File: config.mk
export PLATFORM = sky130hd
export DESIGN_NAME = wave_scheduler
export DESIGN_NICKNAME = d
export VERILOG_FILES = /design/src/rtl/wave_sched_pkg.sv /design/src/rtl/frame_tick_gen.sv /design/src/rtl/wave_scheduler.sv
export SDC_FILE = /design/constraint.sdc
export NUM_CORES = 1
export LEC_CHECK = 0
export ABC_CLOCK_PERIOD_IN_PS = 2150
export BUFFER_PORTS_ARGS = -buffer_cell sky130_fd_sc_hd__buf_2
export CORE_AREA = 2 2 78 99
export CTS_CLUSTER_DIAMETER = 40
export DETAILED_ROUTE_END_ITERATION = 16
export DIE_AREA = 0 0 80 101
export PLACE_DENSITY = 0.63
export SLEW_MARGIN = 10
export SYNTH_ARGS = -nofsm -noshare
export SYNTH_HDL_FRONTEND = slang
export SYNTH_SLANG_ARGS = --single-unit
File: constraint.sdc
create_clock -name dclk -period 2.15 [get_ports dclk]
set_input_delay 0.1075 -clock dclk [delete_from_list [all_inputs] [get_ports dclk]]
set_output_delay 0.1075 -clock dclk [all_outputs]
set_load 0.01 [all_outputs]
File: src/rtl/wave_sched_pkg.sv
// Shared types and defaults for the enemy-wave scheduler and per-frame helpers.
package wave_sched_pkg;

    localparam int unsigned SPEED_W = 24;
    localparam int unsigned SCAN_W  = 10;
    localparam int unsigned IDX_W   = 3;
    localparam int unsigned ROUND_W = 4;
    localparam int unsigned CNT_W   = 8;

    localparam int unsigned SCAN_H_MAX = 743;
    localparam int unsigned SCAN_V_MAX = 520;

    localparam int unsigned DEF_N_WAVES    = 3;
    localparam int unsigned DEF_GAP_FRAMES = 120;
    localparam int unsigned DEF_ACK_FRAMES = 2;

    localparam logic [SPEED_W-1:0] DEF_SPEED_INIT = 24'd948575;
    localparam logic [SPEED_W-1:0] DEF_SPEED_STEP = 24'd65536;
    localparam logic [SPEED_W-1:0] DEF_SPEED_MIN  = 24'd262144;

    typedef enum logic [2:0] {
        IDLE    = 3'd0,
        GAP     = 3'd1,
        LAUNCH  = 3'd2,
        ACK     = 3'd3,
        RUN     = 3'd4,
        ADVANCE = 3'd5
    } sched_state_t;

    // One step faster per round; compared in SPEED_W+1 bits so floor+step cannot wrap.
    function automatic logic [SPEED_W-1:0] speed_after_round(
        input logic [SPEED_W-1:0] cur,
        input logic [SPEED_W-1:0] step,
        input logic [SPEED_W-1:0] floor_val
    );
        logic [SPEED_W:0] thresh;
        logic [SPEED_W-1:0] result;
        thresh = {1'b0, floor_val} + {1'b0, step};
        if ({1'b0, cur} < thresh) begin
            result = floor_val;
        end else begin
            result = cur - step;
        end
        return result;
    endfunction

endpackage

File: src/rtl/frame_tick_gen.sv
// One-cycle pulse, registered, in the cycle after the last pixel of each frame.
module frame_tick_gen
    import wave_sched_pkg::*;
#(
    parameter int unsigned H_MAX = SCAN_H_MAX,
    parameter int unsigned V_MAX = SCAN_V_MAX
) (
    input  logic              dclk,
    input  logic              rst,
    input  logic [SCAN_W-1:0] x,
    input  logic [SCAN_W-1:0] y,
    output logic              frame_tick
);

    always_ff @(posedge dclk or posedge rst) begin
        if (rst) begin
            frame_tick <= 1'b0;
        end else begin
            frame_tick <= (x == SCAN_W'(H_MAX)) && (y == SCAN_W'(V_MAX));
        end
    end

endmodule

File: src/rtl/wave_scheduler.sv
// Round-robin launcher for enemy waves: gap frames, launch pulse, clearance tracking
// and per-round speed-up of the shared wave period.
module wave_scheduler
    import wave_sched_pkg::*;
#(
    parameter int unsigned        N_WAVES    = DEF_N_WAVES,
    parameter int unsigned        GAP_FRAMES = DEF_GAP_FRAMES,
    parameter int unsigned        ACK_FRAMES = DEF_ACK_FRAMES,
    parameter logic [SPEED_W-1:0] SPEED_INIT = DEF_SPEED_INIT,
    parameter logic [SPEED_W-1:0] SPEED_STEP = DEF_SPEED_STEP,
    parameter logic [SPEED_W-1:0] SPEED_MIN  = DEF_SPEED_MIN,
    parameter int unsigned        H_MAX      = SCAN_H_MAX,
    parameter int unsigned        V_MAX      = SCAN_V_MAX
) (
    input  logic                dclk,
    input  logic                rst,
    input  logic                pause,
    input  logic                game_start_on,
    input  logic                game_over_on,
    input  logic [SCAN_W-1:0]   x,
    input  logic [SCAN_W-1:0]   y,
    input  logic [N_WAVES-1:0]  wave_active,
    output logic [N_WAVES-1:0]  wave_launch,
    output logic [SPEED_W-1:0]  wave_speed,
    output logic [IDX_W-1:0]    wave_idx,
    output logic [ROUND_W-1:0]  round_cnt,
    output logic                sched_busy
);

    sched_state_t         state_q, state_d;
    logic [CNT_W-1:0]     gap_cnt_q, gap_cnt_d;
    logic [CNT_W-1:0]     ack_cnt_q, ack_cnt_d;
    logic [N_WAVES-1:0]   launch_d;
    logic [SPEED_W-1:0]   speed_d;
    logic [IDX_W-1:0]     idx_d;
    logic [ROUND_W-1:0]   round_d;
    logic                 busy_d;

    logic                 frame_tick;
    logic [N_WAVES-1:0]   cur_onehot;
    logic                 cur_active;
    logic                 last_wave;

    frame_tick_gen #(
        .H_MAX (H_MAX),
        .V_MAX (V_MAX)
    ) u_frame_tick (
        .dclk       (dclk),
        .rst        (rst),
        .x          (x),
        .y          (y),
        .frame_tick (frame_tick)
    );

    // Mask-based select avoids an index wider than the wave vector needs.
    assign cur_onehot = N_WAVES'(1) << wave_idx;
    assign cur_active = |(wave_active & cur_onehot);
    assign last_wave  = (wave_idx == IDX_W'(N_WAVES - 1));

    always_ff @(posedge dclk or posedge rst) begin
        if (rst) begin
            state_q     <= IDLE;
            gap_cnt_q   <= '0;
            ack_cnt_q   <= '0;
            wave_launch <= '0;
            wave_speed  <= SPEED_INIT;
            wave_idx    <= '0;
            round_cnt   <= '0;
            sched_busy  <= 1'b0;
        end else begin
            state_q     <= state_d;
            gap_cnt_q   <= gap_cnt_d;
            ack_cnt_q   <= ack_cnt_d;
            wave_launch <= launch_d;
            wave_speed  <= speed_d;
            wave_idx    <= idx_d;
            round_cnt   <= round_d;
            sched_busy  <= busy_d;
        end
    end

    // Launch is emitted on leaving LAUNCH, so a paused LAUNCH holds with no pulse
    // and wave_launch defaults low every cycle, keeping it a single-cycle pulse.
    always_comb begin
        state_d   = state_q;
        gap_cnt_d = gap_cnt_q;
        ack_cnt_d = ack_cnt_q;
        launch_d  = '0;
        speed_d   = wave_speed;
        idx_d     = wave_idx;
        round_d   = round_cnt;

        if (game_over_on) begin
            state_d   = IDLE;
            gap_cnt_d = '0;
            ack_cnt_d = '0;
        end else if (game_start_on) begin
            state_d   = IDLE;
            gap_cnt_d = '0;
            ack_cnt_d = '0;
            speed_d   = SPEED_INIT;
            idx_d     = '0;
            round_d   = '0;
        end else if (!pause) begin
            unique case (state_q)
                IDLE: begin
                    state_d   = GAP;
                    gap_cnt_d = '0;
                end
                GAP: begin
                    if (gap_cnt_q == CNT_W'(GAP_FRAMES)) begin
                        state_d = LAUNCH;
                    end else if (frame_tick) begin
                        gap_cnt_d = gap_cnt_q + CNT_W'(1);
                    end
                end
                LAUNCH: begin
                    launch_d  = cur_onehot;
                    state_d   = ACK;
                    ack_cnt_d = '0;
                end
                ACK: begin
                    if (cur_active) begin
                        state_d = RUN;
                    end else if (ack_cnt_q == CNT_W'(ACK_FRAMES)) begin
                        state_d = ADVANCE;
                    end else if (frame_tick) begin
                        ack_cnt_d = ack_cnt_q + CNT_W'(1);
                    end
                end
                RUN: begin
                    if (!cur_active) begin
                        state_d = ADVANCE;
                    end
                end
                ADVANCE: begin
                    if (last_wave) begin
                        idx_d   = '0;
                        speed_d = speed_after_round(wave_speed, SPEED_STEP, SPEED_MIN);
                        if (round_cnt != {ROUND_W{1'b1}}) begin
                            round_d = round_cnt + ROUND_W'(1);
                        end
                    end else begin
                        idx_d = wave_idx + IDX_W'(1);
                    end
                    state_d   = GAP;
                    gap_cnt_d = '0;
                end
                default: begin
                    state_d = IDLE;
                end
            endcase
        end

        busy_d = (state_d != IDLE);
    end

endmodule
* After elaboration in Yosys (flattened, before gate mapping)
Cells that the tools add are included.
** Storage, ports and cells
- Register bits :: 55
- Input port bits :: 28
- Output and inout port bits :: 35
- Word-level logic and storage cells :: 90
** Operators by class
- Add/sub/neg operators :: 5
- Order comparisons :: 1
- Equal/unequal tests :: 18
- Shifts and indexed selects :: 1
- Multiplexer cells :: 39
- Bitwise gates (word level) :: 2
- Reduce and logical (&&, ||, !) cells :: 15
** Operators with widths (count)
- $mux W24 :: 5
- $mux W8 :: 11
- $mux W3 :: 15
- $pmux W8 S2 :: 2
- $lt A24 B19 Y1 const B :: 1
- $sub A24 B17 Y24 const B :: 1
- $eq A10 B10 Y1 const B :: 2
- $mux W4 :: 5
- $add A8 B1 Y8 const B :: 2
- $ne A4 B4 Y1 const B :: 4
- $pmux W3 S5 :: 1
- $reduce_and A5 Y1 :: 2
- $eq A3 B2 Y1 const B :: 3
- $eq A8 B2 Y1 const B :: 1
- $eq A8 B7 Y1 const B :: 1
- $ne A4 B3 Y1 const B :: 2
- $reduce_and A4 Y1 :: 2
- $reduce_bool A4 Y1 :: 2
- $eq A3 B3 Y1 const B :: 2
- $reduce_bool A2 Y1 :: 3
- $add A4 B1 Y4 const B :: 1
- $add A3 B1 Y3 const B :: 1
- $and A3 B3 Y3 :: 1
- $eq A3 B1 Y1 const B :: 1
- 10 further kinds :: 10

* Depth between registers and ports, before layout
Gate-level depths: netlist of run 1.
- Word-level depth :: 9
- Gate-level depth with buffers :: 7
- Depth with buffers taken out :: 7

* By module
From an unflattened synthesis of run 1, not the netlist that was laid out.
** Second synthesis, totals
- Cells, all modules :: 286
- Area total of the unflattened synthesis :: 2489.9 µm²
** By module, submodules not included
- wave_scheduler :: instances 1, cells each 276, area each 2388.5 µm², sequential area each 980.9 µm²
- frame_tick_gen :: instances 1, cells each 10, area each 101.3 µm², sequential area each 25.0 µm²

* Least setup slack after synthesis of run 1
OpenSTA, ideal clock, no wires.
- Kind :: reg-to-reg
- Start :: reg state_q[2]
- End :: reg ack_cnt_q[4]
- Library setup time :: 110 ps
- Arrival :: 1717 ps
- Required time :: 2040 ps
- Slack :: 323 ps
- Stages on the path, launching flop included :: 6
- Path buffers :: 1
- Clock period less this slack :: 1827 ps
- Path through :: dfrtp_1 -> buf_6 -> or3b_4 -> a221oi_4 -> a21oi_2 -> o41ai_1
** On the way
- Cells in the longest elaborated chain, start to end :: 5
- Elaborated cells on any way between the ends :: 11
- Classes of those cells :: eq/ne (5); mux (4); reduce/logical (2)
** RTL lines
- start: declaration :: RTL line wave_scheduler.sv:30 : sched_state_t state_q, state_d;
- start signal: assignment :: RTL line wave_scheduler.sv:71 : state_q <= state_d;
- $eq A3 B2 Y1 :: RTL line wave_scheduler.sv:105 : unique case (state_q)
- $pmux W8 S2 :: RTL line wave_scheduler.sv:105
- $mux W8 :: RTL line wave_scheduler.sv:104 : end else if (!pause) begin
- $mux W8 :: RTL line wave_scheduler.sv:97 : end else if (game_start_on) begin
- $mux W8 :: RTL line wave_scheduler.sv:93 : if (game_over_on) begin
- end signal: assignment :: RTL line wave_scheduler.sv:73 : ack_cnt_q <= ack_cnt_d;
- end: declaration :: RTL line wave_scheduler.sv:32 : logic [CNT_W-1:0] ack_cnt_q, ack_cnt_d;
Parallel ways exist; a longest one is shown, timed or not. The select of a mux whose other input is x is not followed.
A chain may end at the register's enable or synchronous reset.

* Final worst setup path of run 1
- Start :: reg gap_cnt_q[0]
- End :: reg sched_busy
** On the way
- Cells in the longest elaborated chain, start to end :: 7
** RTL lines
- start: declaration :: RTL line wave_scheduler.sv:31 : logic [CNT_W-1:0] gap_cnt_q, gap_cnt_d;
- start signal: assignment :: RTL line wave_scheduler.sv:72 : gap_cnt_q <= gap_cnt_d;
- $eq A8 B7 Y1 :: RTL line wave_scheduler.sv:111 : if (gap_cnt_q == CNT_W'(GAP_FRAMES)) begin
- $mux W3 :: RTL line wave_scheduler.sv:111
- $pmux W3 S5 :: RTL line wave_scheduler.sv:105
- $mux W3 :: RTL line wave_scheduler.sv:104
- $mux W3 :: RTL line wave_scheduler.sv:97
- $mux W3 :: RTL line wave_scheduler.sv:93
- named net state_d[0] :: RTL line wave_scheduler.sv:30
- $reduce_bool A3 Y1 :: RTL line wave_scheduler.sv:155 : busy_d = (state_d != IDLE);
- named net busy_d :: RTL line wave_scheduler.sv:37 : logic busy_d;
- end signal: assignment :: RTL line wave_scheduler.sv:78 : sched_busy <= busy_d;
- end: declaration :: RTL line wave_scheduler.sv:27 : output logic sched_busy
The timed path passes the listed nets, and every way through them passes these cells.

==> results of run 1 <==
==> final cells by class <==
type                       count  area [um^2]
tap                           92          115
inverter                      13         48.8
sequential                    40         1010
multi-input combinational    190         1250
fill                         720         4260
clock buffer                   6         82.6
clock inverter                 2         38.8
timing repair buffer          70          385
==> layer usage <==
layer	track usage, %	vias up	wire, um
met3	3.14	7	265
met4	4.30	0	74
met1	16.0	979	2240
met2	23.3	55	2550
li1	-	1046	-
met5	0	-	0
==> critical path, stage by stage, from the launching register on <==
cell and delay (ns):
dfrtp_1 0.43, inv_1 0.08, ha_1 0.13, nor4b_1 0.45, nor3b_1 0.26, o32ai_1 0.14, or3_1 0.35
==> synth_stat cells (4+ instances only) <==
cell type	instances
a21oi_1	13
buf_4	15
clkbuf_1	4
dfrtp_1	36
dfstp_2	4
ha_1	6
inv_1	13
nand2_1	20
nand3_1	11
nand4_1	4
nand4b_1	4
nor2_1	21
nor3_1	7
nor4b_1	4
o21ai_0	16
o31ai_1	5
xnor2_1	6
xor2_1	4
==> kinds of logic (layout without fill, tap and decap cells) <==
| kind of cell | count (synthesis) | count (layout) | share of synthesized area [%] |
|---|---|---|---|
| AND/OR/NAND/NOR | 102 | 102 | 23.4 |
| XOR/XNOR | 10 | 10 | 3.56 |
| flip-flops | 40 | 40 | 40.9 |
| multiplexers | 4 | 4 | 1.68 |
| buffers and inverters | 37 | 91 | 9.05 |
| other | 1 | 5 | 0.152 |
| adder cells (fa/ha/maj) | 6 | 6 | 3.05 |
| AO/OA/AOI/OAI | 63 | 63 | 18.2 |
==> flip-flops by register name, summed over array words and instances, names as in the netlist <==
register / count
wave_launch: 3
gap_cnt_q: 8
wave_idx: 3
wave_speed: 9
u_frame_tick.frame_tick: 1
state_q: 3
sched_busy: 1
round_cnt: 4
ack_cnt_q: 8
==> how the worst max path moves through the flow <==
| stage | end |
|---|---|
| detailed placement | ack_cnt_q[5] |
| CTS | ack_cnt_q[5] |
| floorplan | ack_cnt_q[4] |
| global placement | wave_speed[16] |
| finish | sched_busy |
| global route | ack_cnt_q[5] |
==> per-stage QoR <==
stage          cells  hold WS (ns)  total power [mW]  util, %
3_3_place_gp     404         0.265              1.11     38.9
3_5_place_dp     404         0.264              1.12     38.9
5_1_grt          413        0.0718              1.84     40.7
4_1_cts          413        0.0493              1.77     40.7
6_report         413        0.0508              1.75     40.7
2_1_floorplan    267         0.249              1.02        -
==> power groups by stage <==
| stage | registers [mW] | clock network [mW] | logic [mW] |
|---|---|---|---|
| after floorplan | 0.865 | 0 | 0.151 |
| after global placement | 0.857 | 0 | 0.254 |
| after detailed placement | 0.860 | 0 | 0.257 |
| after CTS | 0.845 | 0.662 | 0.258 |
| after global routing | 0.855 | 0.700 | 0.287 |
| final | 0.845 | 0.649 | 0.255 |
==> impl_metrics.py, run 1 <==
metrics = {
    "status": {
        "status": "complete, no violations",
    },
    "detailed_routing": {
        "postRouteAntennaNets": 0,
        "drt_first_pass_iters": 5,
        "vias": 2087,
        "routed_wl_mm": 5.14,
        "drt-initial-drc-count": 92,
        "drc": 0,
        "vias_per_cell": 5.05,
        "wl_per_cell_um": 12.4,
    },
    "logic_synthesis": {
        "ys.flop_type": "dfrtp_1",
        "yosysTopAreaCell": "dfrtp_1",
        "ys_seq_elements": 40,
        "synth_cells": 263,
        "synth_area_leaders": "dfrtp_1 (37%), buf_4 (4.6%), dfstp_2 (4.3%)",
        "yosys_warnings": 0,
        "yosysSeqAreaShare_pct": 40.9,
        "avgSynthCellArea_um2": 9.35,
        "synth_edf_count": 0,
        "ys_types": 65,
        "yosys.area.top_type_share_pct": 36.6,
        "syn_area_um2": 2460,
        "async_reset_ff_share_pct": 100,
    },
    "clocking": {
        "clk_latency_ns": 0.30,
        "cts_tree": "done",
        "root_buffer": "clkbuf_8",
        "cts_sinks": 40,
        "clock_path_buffers": 2,
        "postCtsSetupRepairBufs": 0,
        "cts.clk_slew.worst_paths_ns": 0.08,
        "ctsHoldBuffers": 1,
        "numCtsBuffers": 5,
        "htreeDepth": 2,
        "cts_resized": 0,
    },
    "power_and_ir_drop": {
        "ir_worst_vdd_uv": 319,
        "clockPowerShare_pct": 37.1,
        "internal-power_mw": 1.29,
        "leakage_nw": 1.30,
        "power_density_nw_per_um2": 598,
        "combinationalPowerShare_pct": 14.6,
        "swShare_pct": 26.4,
        "seqPwrFrac_pct": 48.3,
        "switching_power_mw": 0.462,
    },
    "sta": {
        "fin_crit_sh_pct": 90.9,
        "finalSetupViolCount": 0,
        "maxSlewViolCount": 0,
        "hold_viol": 0,
        "relSlewSlack_pct": 64.3,
        "layout_min_cycle_time_ns": 1.95,
        "fin_setup_tns_ns": 0,
        "clock.fmax_ghz": 0.512,
        "worstMarginPinSlew_ns": 0.527,
        "layout_setup_ws_ns": 0.195,
        "rsz0062_at_grt": "no",
        "finalClockSkew_ns": 0.00981,
    },
    "cells_and_area": {
        "fin_nets": 354,
        "drive_above_1_share_pct": 29.6,
        "antenna_cells": 0,
        "final_cell_mix": "buf_2 (57), dfrtp_1 (36), nor2_1 (21)",
        "layout_commonest_cell": "buf_2",
        "area_delta_synth_final_pct": 18.8,
        "fin_area_um2": 2920,
    },
    "placed_design": {
        "pre_cts_ws_ns": 0.200,
        "place_congestion": 0.872,
        "dpl.hpwl_mm": 3.90,
        "portBuffers": 57,
        "place_area_um2": 2790,
    },
    "critical_path": {
        "crit_path_max_fanout": 6,
        "timing.rr.end": "sched_busy",
        "worstSetupPathType": "register to register",
        "crit_path_end_kind": "register",
        "start_kind": "register",
        "reg2reg_slack_ns": 0.20,
        "r2r_start": "gap_cnt_q[0]",
        "reg2regPathDepth": 6,
        "cp.arrival_ns": 2.13,
        "critPathRequiredTime_ns": 2.32,
        "cp-startpoint": "gap_cnt_q[0]",
    },
    "floorplanning": {
        "initial_core_util_pct": 34.3,
        "die_area_um2": 8080,
        "num_rows": 35,
        "die_h_um": 101,
        "core_area_um2": 7180,
        "pin_count": 63,
        "die_w_um": 80,
    },
    "global_routing": {
        "grt_overflow": 0,
        "grt_antenna_before_repair": 0,
        "grt_pass1_vias": 1992,
        "grt_pass1_wl_mm": 8.77,
        "grt_max_degree": 41,
        "grt_use_total_pct": 13.4,
    },
    "hold_path": {
        "worstHoldPathType": "input port to register",
        "hold_path_depth": 3,
        "min_to": "u_frame_tick.frame_tick",
        "holdCritStartpoint": "x[3]",
    },
    "run": {
        "maxCapViolCount": 0,
    },
}
Power figures use the tool's default switching activity.
==> inputs of run 2 (changes only) <==
CORE_AREA = 2 2 84 107   (was 2 2 78 99)
DIE_AREA = 0 0 86 109   (was 0 0 80 101)
PLACE_DENSITY = 0.56   (was 0.63)
==> impl_metrics.py, run 2 (same netlist as run 1, synthesis figures left out) <==
metrics = {
    "power_and_ir_drop": {
        "ir_worst_vdd_uv": 239,
        "power_density_nw_per_um2": 569,
        "p_total_mw": 1.66,
        "leakage_nw": 1.29,
    },
    "cells_and_area": {
        "fin_nets": 354,
        "multiInputGateArea_um2": 1250,
        "antenna_cells": 0,
        "area_delta_synth_final_pct": 18.4,
        "drive_above_1_share_pct": 29.3,
        "fillers": 865,
        "top_regs": "wave_speed (9), ack_cnt_q (8), gap_cnt_q (8)",
        "final_cell_mix": "buf_2 (57), dfrtp_1 (36), nor2_1 (21)",
        "largest_register": "wave_speed",
        "largest_reg_flops": 9,
        "seqCellArea_um2": 1010,
        "layout_commonest_cell": "buf_2",
    },
    "floorplanning": {
        "die_h_um": 109,
        "pin_count": 63,
        "die_area_um2": 9370,
        "core_area_um2": 8420,
        "die_w_um": 86,
        "initial_core_util_pct": 29.2,
        "num_rows": 38,
    },
    "critical_path": {
        "path_buf_inv": 0,
        "start_kind": "register",
        "crit_path_max_fanout": 9,
        "slowest_delay_ns": 0.49,
        "path_delay_family": "compound AO/OA/AOI/OAI gates",
        "path_cells": "mux2_2 > a21oi_4 > nand2_1 > a32o_1 > or3_1",
        "crit_path_end_kind": "register",
        "worstSetupPathType": "register to register",
        "reg2reg_slack_ns": 0.22,
        "slowest_stage": "dfrtp_1",
        "cp.arrival_ns": 2.11,
        "critPathRequiredTime_ns": 2.33,
    },
    "global_routing": {
        "grt_overflow": 0,
        "grt_pass1_vias": 2061,
        "gr-max-usage-layer": "met2",
        "grt.met3_usage_pct": 2.88,
        "grt_use_total_pct": 12.9,
        "grt_pass1_wl_mm": 9.63,
        "grt_max_degree": 41,
        "use_met2_pct": 22.3,
        "grt_antenna_before_repair": 0,
        "use_met1_pct": 15.7,
    },
    "sta": {
        "maxSlewViolCount": 0,
        "fin_setup_tns_ns": 0,
        "clock.fmax_ghz": 0.517,
        "finalClockSkew_ns": 0.00893,
        "worstMarginPinSlew_ns": 0.527,
        "finalSetupViolCount": 0,
        "rsz0062_at_grt": "no",
        "fin_crit_sh_pct": 89.9,
        "hold_viol": 0,
        "relSlewSlack_pct": 64.9,
        "layout_min_cycle_time_ns": 1.93,
    },
    "status": {
        "status": "complete, no violations",
    },
    "clocking": {
        "ctsHoldBuffers": 1,
        "cts.clk_slew.worst_paths_ns": 0.08,
        "cts_tree": "done",
        "cts_resized": 0,
        "clock_path_buffers": 2,
        "numCtsBuffers": 5,
        "root_buffer": "clkbuf_8",
        "clk_latency_ns": 0.29,
        "cts_sinks": 40,
        "postCtsSetupRepairBufs": 0,
        "htreeDepth": 2,
    },
    "detailed_routing": {
        "drt_first_pass_iters": 4,
        "drc": 0,
        "postRouteAntennaNets": 0,
        "drt-initial-drc-count": 98,
        "routed_wl_mm": 5.60,
        "wl_per_cell_um": 13.3,
        "vias_per_cell": 4.96,
        "vias": 2090,
    },
    "placed_design": {
        "place_congestion": 0.755,
        "portBuffers": 57,
        "dpl.hpwl_mm": 4.16,
    },
    "run": {
        "maxCapViolCount": 0,
    },
    "hold_path": {
        "worstHoldPathType": "input port to register",
    },
}
[run 2: cell types whose count changed in the layout (fill, tap and decap cells not counted), sizes merged]
cell | previous run | this run
bufinv | 1 | 0
clkbuf | 6 | 8
clkinv | 1 | 0
[run 2: area by class of cell]
class,instances,area share [%]
Clock buffer,8,3.44
Inverter,13,1.68
Multi-Input combinational cell,190,42.8
Sequential cell,40,34.6
Tap cell,100,4.30
Timing Repair Buffer,70,13.2
[run 2: final timing paths]
check	from	to	depth (start not counted)
setup / recovery	wave_idx[1]	sched_busy	5
hold / removal	x[5]	u_frame_tick.frame_tick	3
setup reg to reg	wave_idx[1]	sched_busy	5
hold reg to reg	wave_speed[17]	wave_speed[17]	2
max in group asynchronous	rst	wave_speed[14]	4
min in group asynchronous	rst	ack_cnt_q[2]	4
[run 2: routing by layer]
metal | vias up | routed length [um]
met2 | 63 | 2800
li1 | 1045 | -
met5 | - | 0
met4 | 0 | 74
met3 | 6 | 285
met1 | 976 | 2440
[run 2: metrics by stage]
stage / utilization, % / instance area, um^2 / worst slack [ns] / cells / hold slack [ns]
after global routing: 34.6 / 2910 / 0.0776 / 421 / 0.0607
after detailed placement: 33.3 / 2800 / 0.226 / 412 / 0.278
after floorplan: - / 2470 / 0.323 / 267 / 0.249
after global placement: 33.3 / 2800 / 0.281 / 412 / 0.266
after CTS: 34.6 / 2910 / 0.202 / 421 / 0.0534
final: 34.6 / 2910 / 0.217 / 421 / 0.0637
[run 2: worst min-delay path: stages]
cell	delay [ns]
buf_2	0.10
nand4b_1	0.07
nor3_1	0.04
[run 2: report_power, final]
part	switching, mW	internal (mW)	total [mW]
sequential	0.0524	0.795	0.847
combinational	0.146	0.113	0.259
clock	0.257	0.293	0.550
==> inputs of run 3 (changes only) <==
ABC_CLOCK_PERIOD_IN_PS = 2100   (was 2150)
clock period = 2.1 ns   (was 2.15 ns; I/O delays follow)
==> impl_metrics.py, run 3 (same netlist as run 1, synthesis figures left out) <==
metrics = {
    "critical_path": {
        "reg2regPathDepth": 5,
        "crit_path_max_fanout": 9,
        "timing.rr.end": "sched_busy",
        "critPathRequiredTime_ns": 2.27,
        "crit_path_end_kind": "register",
        "critPathCapture": "sched_busy",
        "cp-startpoint": "wave_idx[1]",
        "path_depth": 5,
        "start_kind": "register",
        "path_delay_family": "flip-flops",
        "path_cells": "mux2_2 > a21oi_4 > nand2_1 > a32o_1 > or3_1",
        "slowest_delay_ns": 0.49,
        "reg2reg_slack_ns": 0.19,
        "path_buf_inv": 0,
        "r2r_start": "wave_idx[1]",
        "worstSetupPathType": "register to register",
        "cp.arrival_ns": 2.09,
        "slowest_stage": "dfrtp_1",
    },
    "cells_and_area": {
        "fillers": 854,
        "layout_commonest_cell": "buf_2",
        "area_delta_synth_final_pct": 18.7,
        "top_regs": "wave_speed (9), ack_cnt_q (8), gap_cnt_q (8)",
        "antenna_cells": 0,
        "largest_register": "wave_speed",
        "largest_reg_flops": 9,
        "fin_nets": 356,
        "drive_above_1_share_pct": 30.0,
        "final_cell_mix": "buf_2 (57), dfrtp_1 (36), nor2_1 (21)",
    },
    "sta": {
        "maxSlewViolCount": 0,
        "relSlewSlack_pct": 65.7,
        "hold_viol": 0,
        "layout_min_cycle_time_ns": 1.91,
        "finalClockSkew_ns": 0.00896,
        "rsz0062_at_grt": "no",
        "finalSetupViolCount": 0,
        "whs_ns": 0.0560,
        "fin_crit_sh_pct": 91.1,
        "worstMarginPinSlew_ns": 0.514,
        "clock.fmax_ghz": 0.523,
        "fin_setup_tns_ns": 0,
    },
    "clocking": {
        "cts_sinks": 40,
        "cts_resized": 0,
        "htreeDepth": 2,
        "numCtsBuffers": 5,
        "root_buffer": "clkbuf_8",
        "cts.clk_slew.worst_paths_ns": 0.08,
        "ctsHoldBuffers": 1,
        "cts_tree": "done",
        "postCtsSetupRepairBufs": 0,
        "clock_path_buffers": 2,
        "clk_latency_ns": 0.29,
    },
    "floorplanning": {
        "pin_count": 63,
        "die_area_um2": 9370,
        "num_rows": 38,
        "die_w_um": 86,
        "core_area_um2": 8420,
        "initial_core_util_pct": 29.2,
        "die_h_um": 109,
    },
    "global_routing": {
        "grt_antenna_before_repair": 0,
        "grt_overflow": 0,
        "grt_use_total_pct": 12.2,
        "grt_pass1_vias": 2001,
        "grt_pass1_wl_mm": 9.30,
        "grt_max_degree": 41,
    },
    "placed_design": {
        "portBuffers": 57,
        "place_congestion": 0.779,
        "dpl.hpwl_mm": 4.11,
    },
    "detailed_routing": {
        "top_layer_used": "met4",
        "wl_met3_um": 310,
        "vias_per_cell": 4.98,
        "drt-initial-drc-count": 90,
        "postRouteAntennaNets": 0,
        "wl_per_cell_um": 13.0,
        "vias": 2106,
        "met2_length_mm": 2.66,
        "drt_first_pass_iters": 4,
        "routed_wl_mm": 5.49,
        "drt-met1-wl_mm": 2.47,
        "drc": 0,
    },
    "hold_path": {
        "worstHoldPathType": "input port to register",
        "holdCritStartpoint": "x[4]",
    },
    "power_and_ir_drop": {
        "power_density_nw_per_um2": 572,
        "leakage_nw": 1.30,
        "ir_worst_vdd_uv": 239,
    },
    "status": {
        "status": "complete, no violations",
    },
    "run": {
        "maxCapViolCount": 0,
    },
}
run 3: worst min-delay path by stage:
| stage | endpoint | cells after the start | slack, ns |
|---|---|---|---|
| 2_1_floorplan | u_frame_tick.frame_tick | 2 | 0.25 |
| 3_3_place_gp | wave_speed[21] | 3 | 0.26 |
| 3_5_place_dp | wave_speed[20] | 3 | 0.26 |
| 4_1_cts | u_frame_tick.frame_tick | 3 | 0.05 |
| 5_1_grt | u_frame_tick.frame_tick | 3 | 0.06 |
| 6_report | u_frame_tick.frame_tick | 3 | 0.06 |
run 3: tightest hold or removal path, cell delays in order:
cell      delay [ns]
buf_2           0.07
nand4b_1        0.09
nor3_1          0.04
run 3: layout make-up:
type / count / area [um^2] / share of cell area [%]
tap: 100 / 125 / 4.29
multi-input combinational: 190 / 1250 / 42.7
sequential: 40 / 1010 / 34.5
clock inverter: 2 / 10.0 / 0.343
clock buffer: 6 / 82.6 / 2.83
timing repair buffer: 72 / 400 / 13.7
inverter: 13 / 48.8 / 1.67
run 3: power breakdown:
group          leakage, nW  internal, mW  switching (mW)  total, mW
Sequential           0.537         0.813          0.0490      0.862
Clock               0.0510         0.262           0.270      0.532
Combinational        0.716         0.119           0.156      0.275
run 3: layer usage:
metal,track usage (%),vias up
li1,-,1052
met1,16.2,988
met2,20.0,61
met3,2.73,5
met4,3.40,0
met5,0,-
run 3: per-stage QoR:
stage / std cells / power [mW] / instance area [um^2] / worst slack, ns / utilization, %
after global routing: 423 / 1.76 / 2920 / 0.0160 / 34.7
after CTS: 423 / 1.69 / 2920 / 0.183 / 34.7
after global placement: 414 / 1.15 / 2820 / 0.271 / 33.5
after floorplan: 267 / 1.04 / 2470 / 0.273 / -
final: 423 / 1.67 / 2920 / 0.186 / 34.7
after detailed placement: 414 / 1.15 / 2820 / 0.200 / 33.5
